--- src/rtl/seg_pkg.sv ---
// rtl/seg_pkg.sv - shared seven-segment constants for the digit scanner
package seg_pkg;

  localparam logic [7:0] SEG_OFF = 8'hFF;
  localparam logic [3:0] AN_OFF  = 4'b1111;

  // Active-low {dp,g..a} patterns with dp off, indexed by hex nibble (entry 0 is rightmost)
  localparam logic [15:0][7:0] SEG_TABLE = {
    8'h8E, 8'h86, 8'hA1, 8'hC6, 8'h83, 8'h88, 8'h90, 8'h80,
    8'hF8, 8'h82, 8'h92, 8'h99, 8'hB0, 8'hA4, 8'hF9, 8'hC0
  };

endpackage

--- src/rtl/hex7seg.sv ---
// rtl/hex7seg.sv - combinational hex nibble to active-low a..g decoder
module hex7seg (
  input  logic [3:0] nibble,
  output logic [6:0] seg
);
  import seg_pkg::*;

  assign seg = SEG_TABLE[nibble][6:0];

endmodule

--- src/rtl/seg_scan.sv ---
// rtl/seg_scan.sv - free-running 4-digit common-anode display scanner
// Inputs are staged on load and committed only at frame boundaries so a frame never tears.
module seg_scan #(
  parameter int DIV   = 100000,
  parameter int BLANK = 2000
) (
  input  logic        clk,
  input  logic        rst,
  input  logic [15:0] data,
  input  logic [3:0]  dig_en,
  input  logic [3:0]  dp,
  input  logic        load,
  output logic [7:0]  seg_cat,
  output logic [3:0]  seg_an,
  output logic        frame_start
);
  import seg_pkg::*;

  localparam int CW = $clog2(DIV);

  logic [CW-1:0] cnt;
  logic [1:0]    idx;
  logic [15:0]   stage_data;
  logic [3:0]    stage_en;
  logic [3:0]    stage_dp;
  logic [15:0]   disp_data;
  logic [3:0]    disp_en;
  logic [3:0]    disp_dp;
  logic          pending;
  logic          slot_end;
  logic          boundary;
  logic          active;
  logic [3:0]    nibble;
  logic [6:0]    seg7;

  assign slot_end = (cnt == CW'(DIV - 1));
  assign boundary = slot_end && (idx == 2'd3);
  assign active   = (cnt >= CW'(BLANK)) && disp_en[idx];
  assign nibble   = disp_data[{idx, 2'b00} +: 4];

  hex7seg u_hex7seg (
    .nibble (nibble),
    .seg    (seg7)
  );

  always_ff @(posedge clk) begin
    if (rst) begin
      cnt <= '0;
      idx <= '0;
    end else if (slot_end) begin
      cnt <= '0;
      idx <= idx + 2'd1;
    end else begin
      cnt <= cnt + CW'(1);
    end
  end

  // A load on the boundary cycle bypasses staging so the newest value is never lost.
  always_ff @(posedge clk) begin
    if (rst) begin
      stage_data <= '0;
      stage_en   <= '0;
      stage_dp   <= '0;
      disp_data  <= '0;
      disp_en    <= '0;
      disp_dp    <= '0;
      pending    <= 1'b0;
    end else begin
      if (load) begin
        stage_data <= data;
        stage_en   <= dig_en;
        stage_dp   <= dp;
        pending    <= 1'b1;
      end
      if (boundary && (pending || load)) begin
        disp_data <= load ? data   : stage_data;
        disp_en   <= load ? dig_en : stage_en;
        disp_dp   <= load ? dp     : stage_dp;
        pending   <= 1'b0;
      end
    end
  end

  always_ff @(posedge clk) begin
    if (rst) begin
      seg_an      <= AN_OFF;
      seg_cat     <= SEG_OFF;
      frame_start <= 1'b0;
    end else begin
      frame_start <= boundary;
      if (active) begin
        seg_an  <= ~(4'b0001 << idx);
        seg_cat <= {~disp_dp[idx], seg7};
      end else begin
        seg_an  <= AN_OFF;
        seg_cat <= SEG_OFF;
      end
    end
  end

endmodule
--- config.mk ---
export PLATFORM = sky130hd
export DESIGN_NAME = seg_scan
export DESIGN_NICKNAME = d
export VERILOG_FILES = /design/src/rtl/seg_pkg.sv /design/src/rtl/hex7seg.sv /design/src/rtl/seg_scan.sv
export SDC_FILE = /design/constraint.sdc
export NUM_CORES = 1
export LEC_CHECK = 0
export BUFFER_PORTS_ARGS = -buffer_cell sky130_fd_sc_hd__buf_2
export CORE_ASPECT_RATIO = 0.5
export CORE_MARGIN = 10
export CORE_UTILIZATION = 26
export CTS_BUF_LIST = sky130_fd_sc_hd__clkbuf_8
export DETAILED_ROUTE_END_ITERATION = 10
export HOLD_SLACK_MARGIN = 0.08
export PLACE_DENSITY = 0.53
export SLEW_MARGIN = 20
export SYNTH_ARGS = -nofsm -noshare
export SYNTH_HDL_FRONTEND = slang
export SYNTH_SLANG_ARGS = --single-unit
--- constraint.sdc ---
create_clock -name clk -period 5.4 [get_ports clk]
set_input_delay 1.08 -clock clk [delete_from_list [all_inputs] [get_ports clk]]
set_output_delay 1.08 -clock clk [all_outputs]
set_load 0.1 [all_outputs]
* After elaboration in Yosys (flattened, before gate mapping)
Memory sizes are Yosys's and may differ from the RTL's. A register that Yosys moved wholly into a read port is not among the register bits. Index checks and enable logic that the tools add are counted.
Word-level totals: bits in registers 81, input port bits 27, memories kept 1, word-level logic and storage cells 40, ROM bits 128
Cells by class: shifts and indexed selects 2, $add $sub $neg 2, reduce and logical (&&, ||, !) cells 7, $lt $le $gt $ge 3, bitwise gates (word level) 3, mux-type cells 8, equal/unequal tests 2
Memories:
- (name not given) | depth 16, width 8, rd ports 1, clocked after memory_dff 1, wr ports 0, RTL line hex7seg.sv:8 | assign seg = SEG_TABLE[nibble][6:0];
Operators by type and width (count):
- $add A17 B1 Y17 const B | 1
- $eq A17 B17 Y1 const B | 1
- $ge A17 B11 Y1 const B | 1
- $mux W16 | 1
- $shiftx A16 B5 Y4 | 1
- $mux W4 | 2
- $mux W7 | 1
- $reduce_or A2 Y1 | 3
- $lt A4 B5 Y1 const B | 1
- $bmux W1 S2 | 2
- $not A4 Y4 | 1
- $shl A1 B2 Y4 const A | 1
- $logic_and A1 B1 Y1 | 3
- $lt A2 B3 Y1 const B | 1
- $add A2 B1 Y2 const B | 1
- $eq A2 B2 Y1 const B | 1
- $mux W1 | 2
- $not A1 Y1 | 2
- $logic_or A1 B1 Y1 | 1

* Longest topological paths before layout
Gate-level depths: netlist of the first run.
depth after elaboration 5, depth in mapped cells 8, gate-level depth less buffers 6

* By module
A second synthesis of the first run with hierarchy kept.
Second synthesis, totals: cells, all modules 336, area total of the unflattened synthesis 3617.2 µm²
Modules (own cells, without submodules):
- seg_scan | area an instance 3342.0 µm², instances 1, cells each 304
- hex7seg | area an instance 275.3 µm², instances 1, cells each 32

* Least setup slack after synthesis of the first run
No wires, ideal clock.
kind in2reg, from input port load, to register disp_data[0], stages 5, library setup time 121 ps, path slack 2901 ps, data required time 5279 ps, path buffers 2, data arrival time 2378 ps, cell sequence clkbuf_1 > clkbuf_1 > mux2i_1 > nor2_1 > mux2_4
Between the ends: cells in the longest elaborated chain, start to end 2
RTL lines:
- start: declaration | RTL line seg_scan.sv:12 | input logic load,
- $logic_or A1 B1 Y1 | RTL line seg_scan.sv:75 | if (boundary && (pending || load)) begin
- $logic_and A1 B1 Y1 | RTL line seg_scan.sv:75
- end signal: assignment | RTL line seg_scan.sv:76 | disp_data <= load ? data : stage_data;
- end: declaration | RTL line seg_scan.sv:26 | logic [15:0] disp_data;
Parallel ways exist; a longest one is shown, timed or not. A chain may end at the register's enable or synchronous reset.

* Final worst setup path of the first run
from input port rst, to register seg_cat[2]
Between the ends: cells in the longest elaborated chain, start to end 1
RTL lines:
- start: declaration | RTL line seg_scan.sv:8 | input logic rst,
- $reduce_or A2 Y1 (no line)
- end: declaration | RTL line seg_scan.sv:13 | output logic [7:0] seg_cat,
No other way between the ends.

==> metrics.md, run 1 <==
| Metric | Value |
|---|---|
| Post-synth EDFFs | 0 |
| Clock skew | approximately 0.012 ns |
| Synth top area share | 44.77% |
| Max Slew Vio Count | 0 |
| Nets | 410 |
| Via count | 2328 |
| CTS tree | done |
| First-pass GRT wire length | 11980 microns |
| Yosys synthesis warning count | 0 |
| Tmin final | 2.583 ns |
| Cts hold-fix bufs | 0 |
| Tightest Pin Transition | 1.068 ns |
| Clock sinks | 81 |
| GR peak layer | met2 |
| Setup ws final | around 2.8 ns |
| Fin cells | 568 |
| CTS max path bufs | 2 |
| Area Overhead vs Synth | 15.54% |
| Total GRT Usage | 7.761% |
| DP HPWL | about 4900 microns |
| Fillers | 1432 |
| Post-Syn Area | 3622 sq um |
| DRT iter0 DRCs | 89 |
| Placed cells | 552 |
| VDD IR max | 0.09593 mV |
| Rows | 30 |
| Pin count of the biggest net entering global routing | 57 |
| Area leader, netlist | dfxtp_1 |
| Die W | 186.9 microns |
| Met1 Use GR | 9.082% |
| Post-CTS Repair Setup Buffers | 0 |
| Worst-Skew Late Latency | 0.36 ns |
| CTS Root Cell | clkbuf_8 |
| Synthesized netlist cell count | 339 |
| Most common flop cell mapped by yosys | dfxtp_1 |
| Worst path required time | approximately 5.6 ns |
| Layout cells sized above 1 | 24.80% |
| Setup_tns | 0 ns |
| Max-Cap Viols | 0 |
| Avg Cell Area, Syn | 10.69 sq um |
| Outcome | complete, no violations |
| Worst EP arrival | ~2.8 ns |
| Fmax | 387.2 MHz |
| Mean routed wirelength per cell | 12.67 microns |
| Met3 GRT Util | 3.079% |
| GP Congestion | 0.7353 |
| Starting Density | 26.66% |
| Initial antenna violation count | 3 |
| Top cells by area, synth | dfxtp_1, mux2_4, mux2i_1 |
| I/O Pins | 40 |
| Cell variety after synth | 40 |
| Endpoint class of the critical path | flip-flop |
| Crit-path max FO | 56 |
| Yosys reg bits | 81 |
| Die area | roughly 19000 sq um |
| Global Route met2 Usage | 12.69% |
| CTS H-Tree Depth | 3 |
| Crit path launch type | input port |
| Vias in the first global route | 2355 |
| Final Hold Viols | 0 |
| Total Routed Length | 7199 microns |
| Vias/cell | 4.099 |
| Die height | 103.5 microns |
| Post_cts resized | 0 |
| Core area | 13590 sq um |
| Post-Place Setup Slack | 2.436 ns |
| Drt drc | 0 |
| Pleak | 1.717 nW |
| Clk slew on worst S/H paths | about 0.080 ns |
| Power Dens Cells | approximately 280 nW/um^2 |
| Async S/R FF share, synth | 0% |
| Period utilization | around 48% |
| Total grt overflow | 0 |
| Mapped Nets | 378 |
| Sequential share of the synthesized area | approximately 45% |
| Crit path kind | in2reg |
| Total CTS buffers | 9 |
| Pre-antenna DRT Iters | 4 |
| Hold Crit Class | reg2reg |
| Setup-failing EPs final | 0 |
| Slew HR | 28.49% |
| Port bufs | 39 |
| Antenna Violating Nets Remaining | 0 |
| Unrepaired setup endpoints after global routing | false |
## cell families after synthesis
logic type,after synthesis,synth area share (%)
muxes,57,21.11
buffers and inverters,29,4.179
DFF,81,44.77
and+or+nand+nor,122,18.13
adders and majority gates,12,4.145
xor gates and xnor gates,16,3.869
AOI/OAI and AO/OA,22,3.800
## sequential cells by signal, indices dropped and copies added (netlist names)
signal and count:
cnt 17, disp_data 16, stage_data 16, seg_cat 8, disp_dp 4, disp_en 4, seg_an 4, stage_dp 4
stage_en 4, idx 2, frame_start 1, pending 1
## synthesized netlist by cell type, types with 6 or more instances
| master | count |
|---|---|
| clkbuf_1 | 14 |
| dfxtp_1 | 81 |
| ha_1 | 12 |
| inv_1 | 9 |
| mux2_4 | 20 |
| mux2i_1 | 25 |
| mux4_2 | 7 |
| nand2_1 | 16 |
| nand3_1 | 7 |
| nor2_1 | 44 |
| nor2b_1 | 24 |
| o21ai_0 | 6 |
| xnor2_1 | 6 |
| xor2_1 | 10 |
## cells in the final DEF (no fill, tap or decap), drive strengths merged, types with 7 or more instances in the layout
| master | instances |
|---|---|
| nand2 | 16 |
| inv | 9 |
| ha | 12 |
| mux2i | 25 |
| mux4 | 7 |
| mux2 | 25 |
| dfxtp | 81 |
| xor2 | 10 |
| nor2b | 24 |
| nand3 | 7 |
| clkbuf | 11 |
| nor2 | 44 |
| buf | 41 |
## report_power, final
part           switching, mW  total [mW]  internal, mW
logic                 0.0265      0.0471        0.0206
registers            0.00450       0.614         0.610
clock network          0.221       0.505         0.284
## metrics by stage
step / instance area (sq um) / util [%] / power [mW] / hold slack (ns)
after global placement: 3955 / 29.11 / 0.6761 / 0.4612
final: 4185 / 30.80 / 1.166 / 0.4878
after detailed placement: 3955 / 29.11 / 0.6769 / 0.4693
after floorplan: 3622 / - / 0.6591 / 0.4418
after global routing: 4183 / 30.78 / 1.209 / 0.5045
after CTS: 4183 / 30.78 / 1.180 / 0.4852
## worst paths after layout
path	from	to	slack, ns	depth (start not counted)
worst min-delay path	cnt[0]	cnt[0]	0.49	1
worst max-delay path	rst	seg_cat[2]	2.82	5
worst min register to register	cnt[0]	cnt[0]	0.49	1
worst max register to register	idx[0]	seg_cat[2]	3.04	4
## per-layer routing
metal	up-vias	part of all wire [%]
met2	24	46
met1	1071	48
li1	1216	-
met3	13	4.2
met4	4	1.7
met5	-	0.47
## layout make-up
type | count | area [sq um] | share of cell area [%]
well taps | 192 | 240.2 | 5.740
diodes | 1 | 2.502 | 0.05979
clock inverters | 4 | 76.32 | 1.824
clock buffers | 11 | 151.4 | 3.617
flip-flops and latches | 81 | 1622 | 38.74
multi-input cells | 229 | 1849 | 44.19
repair buffers | 41 | 210.2 | 5.022
inverters | 9 | 33.78 | 0.8072
## worst max-delay path, cell delays in order
cell      delay (ns)
buf_2           0.10
buf_4           0.29
nand2b_1        0.23
a31oi_1         0.78
o221ai_1        0.26
Note: power is estimated with default switching activity, not from simulation.
==> run 2: changes to the inputs <==
Settings changed: ABC_AREA set to 1.
Clock period 5.4 ns to 2.43 ns, I/O delays scaled along.
==> run 2 against run 1 <==
Net effect:
- worst hold slack got worse by 0.11 ns
- register-to-register slack got worse by 2.6 ns
- via count increased by 33%
- highest routed layer is now met4
- design area increased by 6.0%
- core utilization decreased by 0.13 points
- combinational power increased to 2.8 times the previous value
- worst setup slack got worse by 2.4 ns
- synthesized area increased by 6.2%
==> metrics.md, run 2 <==
| Metric | Value |
|---|---|
| Rows | 31 (+3.3%) |
| Most common cell after layout, fill and taps aside | nand2_1 |
| Area leader, netlist | dfxtp_1 |
| Yosys synthesis warning count | 0 (unchanged) |
| Register area | 1622 sq um (unchanged) |
| Synth top area share | 42.15% (-2.6 points) |
| Total Routed Length | 8595 microns (+19%) |
| Die area | 20360 sq um (+5.3%) |
| Most frequent cell after synthesis | nand2_1 |
| Pleak | 1.892 nW (+10%) |
| CTS tree | done |
| Crit-path most repeated cell | nand2_1 |
| Period utilization | ~84% |
| VDD IR max | 0.2521 mV (+160%) |
| Crit path kind | reg2reg |
| Die W | 192.0 microns (+2.7%) |
| Avg Cell Area, Syn | 7.485 sq um (-30%) |
| Synthesized netlist cell count | 514 (+52%) |
| Antenna Violating Nets Remaining | 0 (unchanged) |
| Cts hold-fix bufs | 0 (unchanged) |
| Worst flop-to-flop path endpoint | seg_cat[0] |
| Fmax | 491.5 MHz |
| Vias/cell | 4.125 (+0.65%) |
| Total GRT Usage | 8.908% (+1.1 points) |
| Total grt overflow | 0 (unchanged) |
| Async S/R FF share, synth | 0% (unchanged) |
| Hold Crit Start | data[9] |
| Max Slew Vio Count | 0 (unchanged) |
| Worst-Skew Late Latency | 0.37 ns (about the same) |
| Starting Density | 26.59% (-0.064 points) |
| DRT iter0 DRCs | 97 (+9.0%) |
| Slew HR | 66.87% (+38 points) |
| Total CTS buffers | 9 (unchanged) |
| Layout cells sized above 1 | 18.26% (-6.5 points) |
| Crit-path max FO | 14 (-75%) |
| CTS Root Cell | clkbuf_8 |
| Max-Cap Viols | 0 (unchanged) |
| Cell variety after synth | 33 (-18%) |
| Fillers | 1576 (+10%) |
| Hold path cells | 3 (+2) |
| Port bufs | 39 (unchanged) |
| Post_cts resized | 0 (unchanged) |
| Pin count of the biggest net entering global routing | 27 (-53%) |
| Clock sinks | 81 (unchanged) |
| Setup_tns | 0 ns (unchanged) |
| Most common flop cell mapped by yosys | dfxtp_1 |
| Vias in the first global route | 3129 (+33%) |
| First-pass GRT wire length | 14790 microns (+23%) |
| Clk slew on worst S/H paths | 0.08 ns (about the same) |
| Area Overhead vs Synth | 15.32% |
| Unrepaired setup endpoints after global routing | false |
| Nets | 587 (+43%) |
| Setup-failing EPs final | 0 (unchanged) |
| Die height | 106.0 microns (+2.5%) |
| CTS H-Tree Depth | 3 (unchanged) |
| Hold path endpoint | stage_data[9] |
| Power Dens Cells | 591.3 nW/um^2 (+110%) |
| Post-CTS Repair Setup Buffers | 0 (unchanged) |
| Largest registers | cnt: 17 flops, disp_data: 16 flops, stage_data: 16 flops |
| CTS max path bufs | 2 (unchanged) |
| Reg with most FFs | cnt |
| Yosys reg bits | 81 (unchanged) |
| Final Hold Viols | 0 (unchanged) |
| Sequential share of the synthesized area | 42.15% (-2.6 points) |
| Pre-antenna DRT Iters | 4 (unchanged) |
| Area of the multi-input gates | 1798 sq um (-2.8%) |
| FF-to-FF Start | idx[0] |
| Hold Crit Class | in2reg |
| Initial antenna violation count | 0 (-3) |
| DP HPWL | 6128 microns (+24%) |
| Mean routed wirelength per cell | 11.44 microns (-9.7%) |
| Slowest cell delay on critical path | 0.52 ns (-0.26 ns) |
| Crit path launch type | flip-flop |
| Clock skew | 0.01017 ns (-0.001737 ns) |
| Via count | 3098 (+33%) |
| R2R Setup Slk | 0.40 ns (-2.64 ns) |
| WHS | 0.3799 ns (-0.1078 ns) |
| GP Congestion | 0.7934 (+7.9%) |
| Crit-path cells | inv_2 -> nand2_1 -> nand3_1 -> nand2_1 -> inv_1 -> ha_1 -> inv_1 -> nor3_1 -> nor3_1 -> nand2_1 |
| Most frequent cells after synthesis | nand2_1, dfxtp_1, inv_1 |
| ANT cells | 0 (-1) |
| Mapped Nets | 553 (+46%) |
| Post-synth EDFFs | 0 (unchanged) |
| Core area | 14470 sq um (+6.5%) |
| Commonest non-fill, non-tap cells in the layout | nand2_1, dfxtp_1, inv_1 |
| Reg2Reg Depth | 10 (+6) |
| Endpoint class of the critical path | flip-flop |
| Post-Syn Area | 3847 sq um (+6.2%) |
| Outcome | complete, no violations |
| Worst path required time | 2.67 ns (-2.91 ns) |
| Slowest cell on crit path | dfxtp_1 |
| Top cells by area, synth | dfxtp_1, nand2_1, inv_1 |
| Max reg flops | 17 (unchanged) |
| Drt drc | 0 (unchanged) |
| Tmin final | 2.035 ns |
| Tightest Pin Transition | 0.5004 ns (-0.5673 ns) |
| I/O Pins | 40 (unchanged) |
| Worst EP arrival | 2.27 ns (-0.49 ns) |
run 2: cell types whose count changed after synthesis, moves of 12 or more:
cell / change
a21oi_1: +12
nor2b_1: -24
nand2_1: +86
nand2_2: +20
nand3_1: +17
nand4_1: +23
mux2_4: -20
inv_1: +62
nor2_1: +24
run 2: metrics by stage:
step	cell area [sq um]	setup slack, ns	std cells	power, mW	util [%]
2_1_floorplan	3847	0.8086	514	1.484	-
3_3_place_gp	4208	0.4040	735	1.530	29.08
3_5_place_dp	4208	0.3941	735	1.532	29.08
4_1_cts	4437	0.3743	751	2.666	30.67
5_1_grt	4437	0.1283	751	2.742	30.67
6_report	4437	0.3954	751	2.624	30.67
run 2: worst max-delay path by stage:
stage,from,to,slack [ns],cells past startpoint
floorplan,idx[0],seg_cat[0],0.81,11
global placement,idx[0],seg_cat[0],0.40,10
detailed placement,idx[0],seg_cat[0],0.39,10
CTS,idx[0],seg_cat[0],0.37,10
global route,idx[0],seg_cat[0],0.13,10
finish,idx[0],seg_cat[0],0.40,10
run 2: worst max-delay path, delay by kind of cell (launching register included):
kind	cells	cell delay, ns
buffers and inverters	3	0.39
and+or+nand+nor	6	0.78
DFF	1	0.52
adders and majority gates	1	0.20
run 2: layout make-up:
class	instances	share of cell area [%]
timing repair buffer	47	5.753
sequential	81	36.55
inverter	76	6.430
tap	198	5.584
clock inverter	5	1.748
clock buffer	11	3.412
multi-input combinational	333	40.52
run 2: cells by family (layout without fill, tap and decap cells):
group                      after synthesis  after routing  share of synthesized area (%)
muxes                                   24             24                          6.244
and+or+nand+nor                        262            262                          31.55
DFF                                     81             81                          42.15
AOI/OAI and AO/OA                       32             32                          4.357
buffers and inverters                  100            139                          11.12
adders and majority gates               12             12                          3.902
xor gates and xnor gates                 3              3                         0.6831
run 2: metal layers:
metal	global-route usage [%]	part of all wire [%]	up-vias
met5	0	0	-
met4	4.125	2.2	0
met3	2.903	3.9	15
met2	14.58	46	40
met1	10.44	48	1364
li1	-	-	1679
run 2: report_power, final:
group / internal [mW] / total [mW] / switching [mW]
Clock: 0.631 / 1.13 / 0.496
Combinational: 0.0541 / 0.133 / 0.0789
Sequential: 1.35 / 1.36 / 0.00921
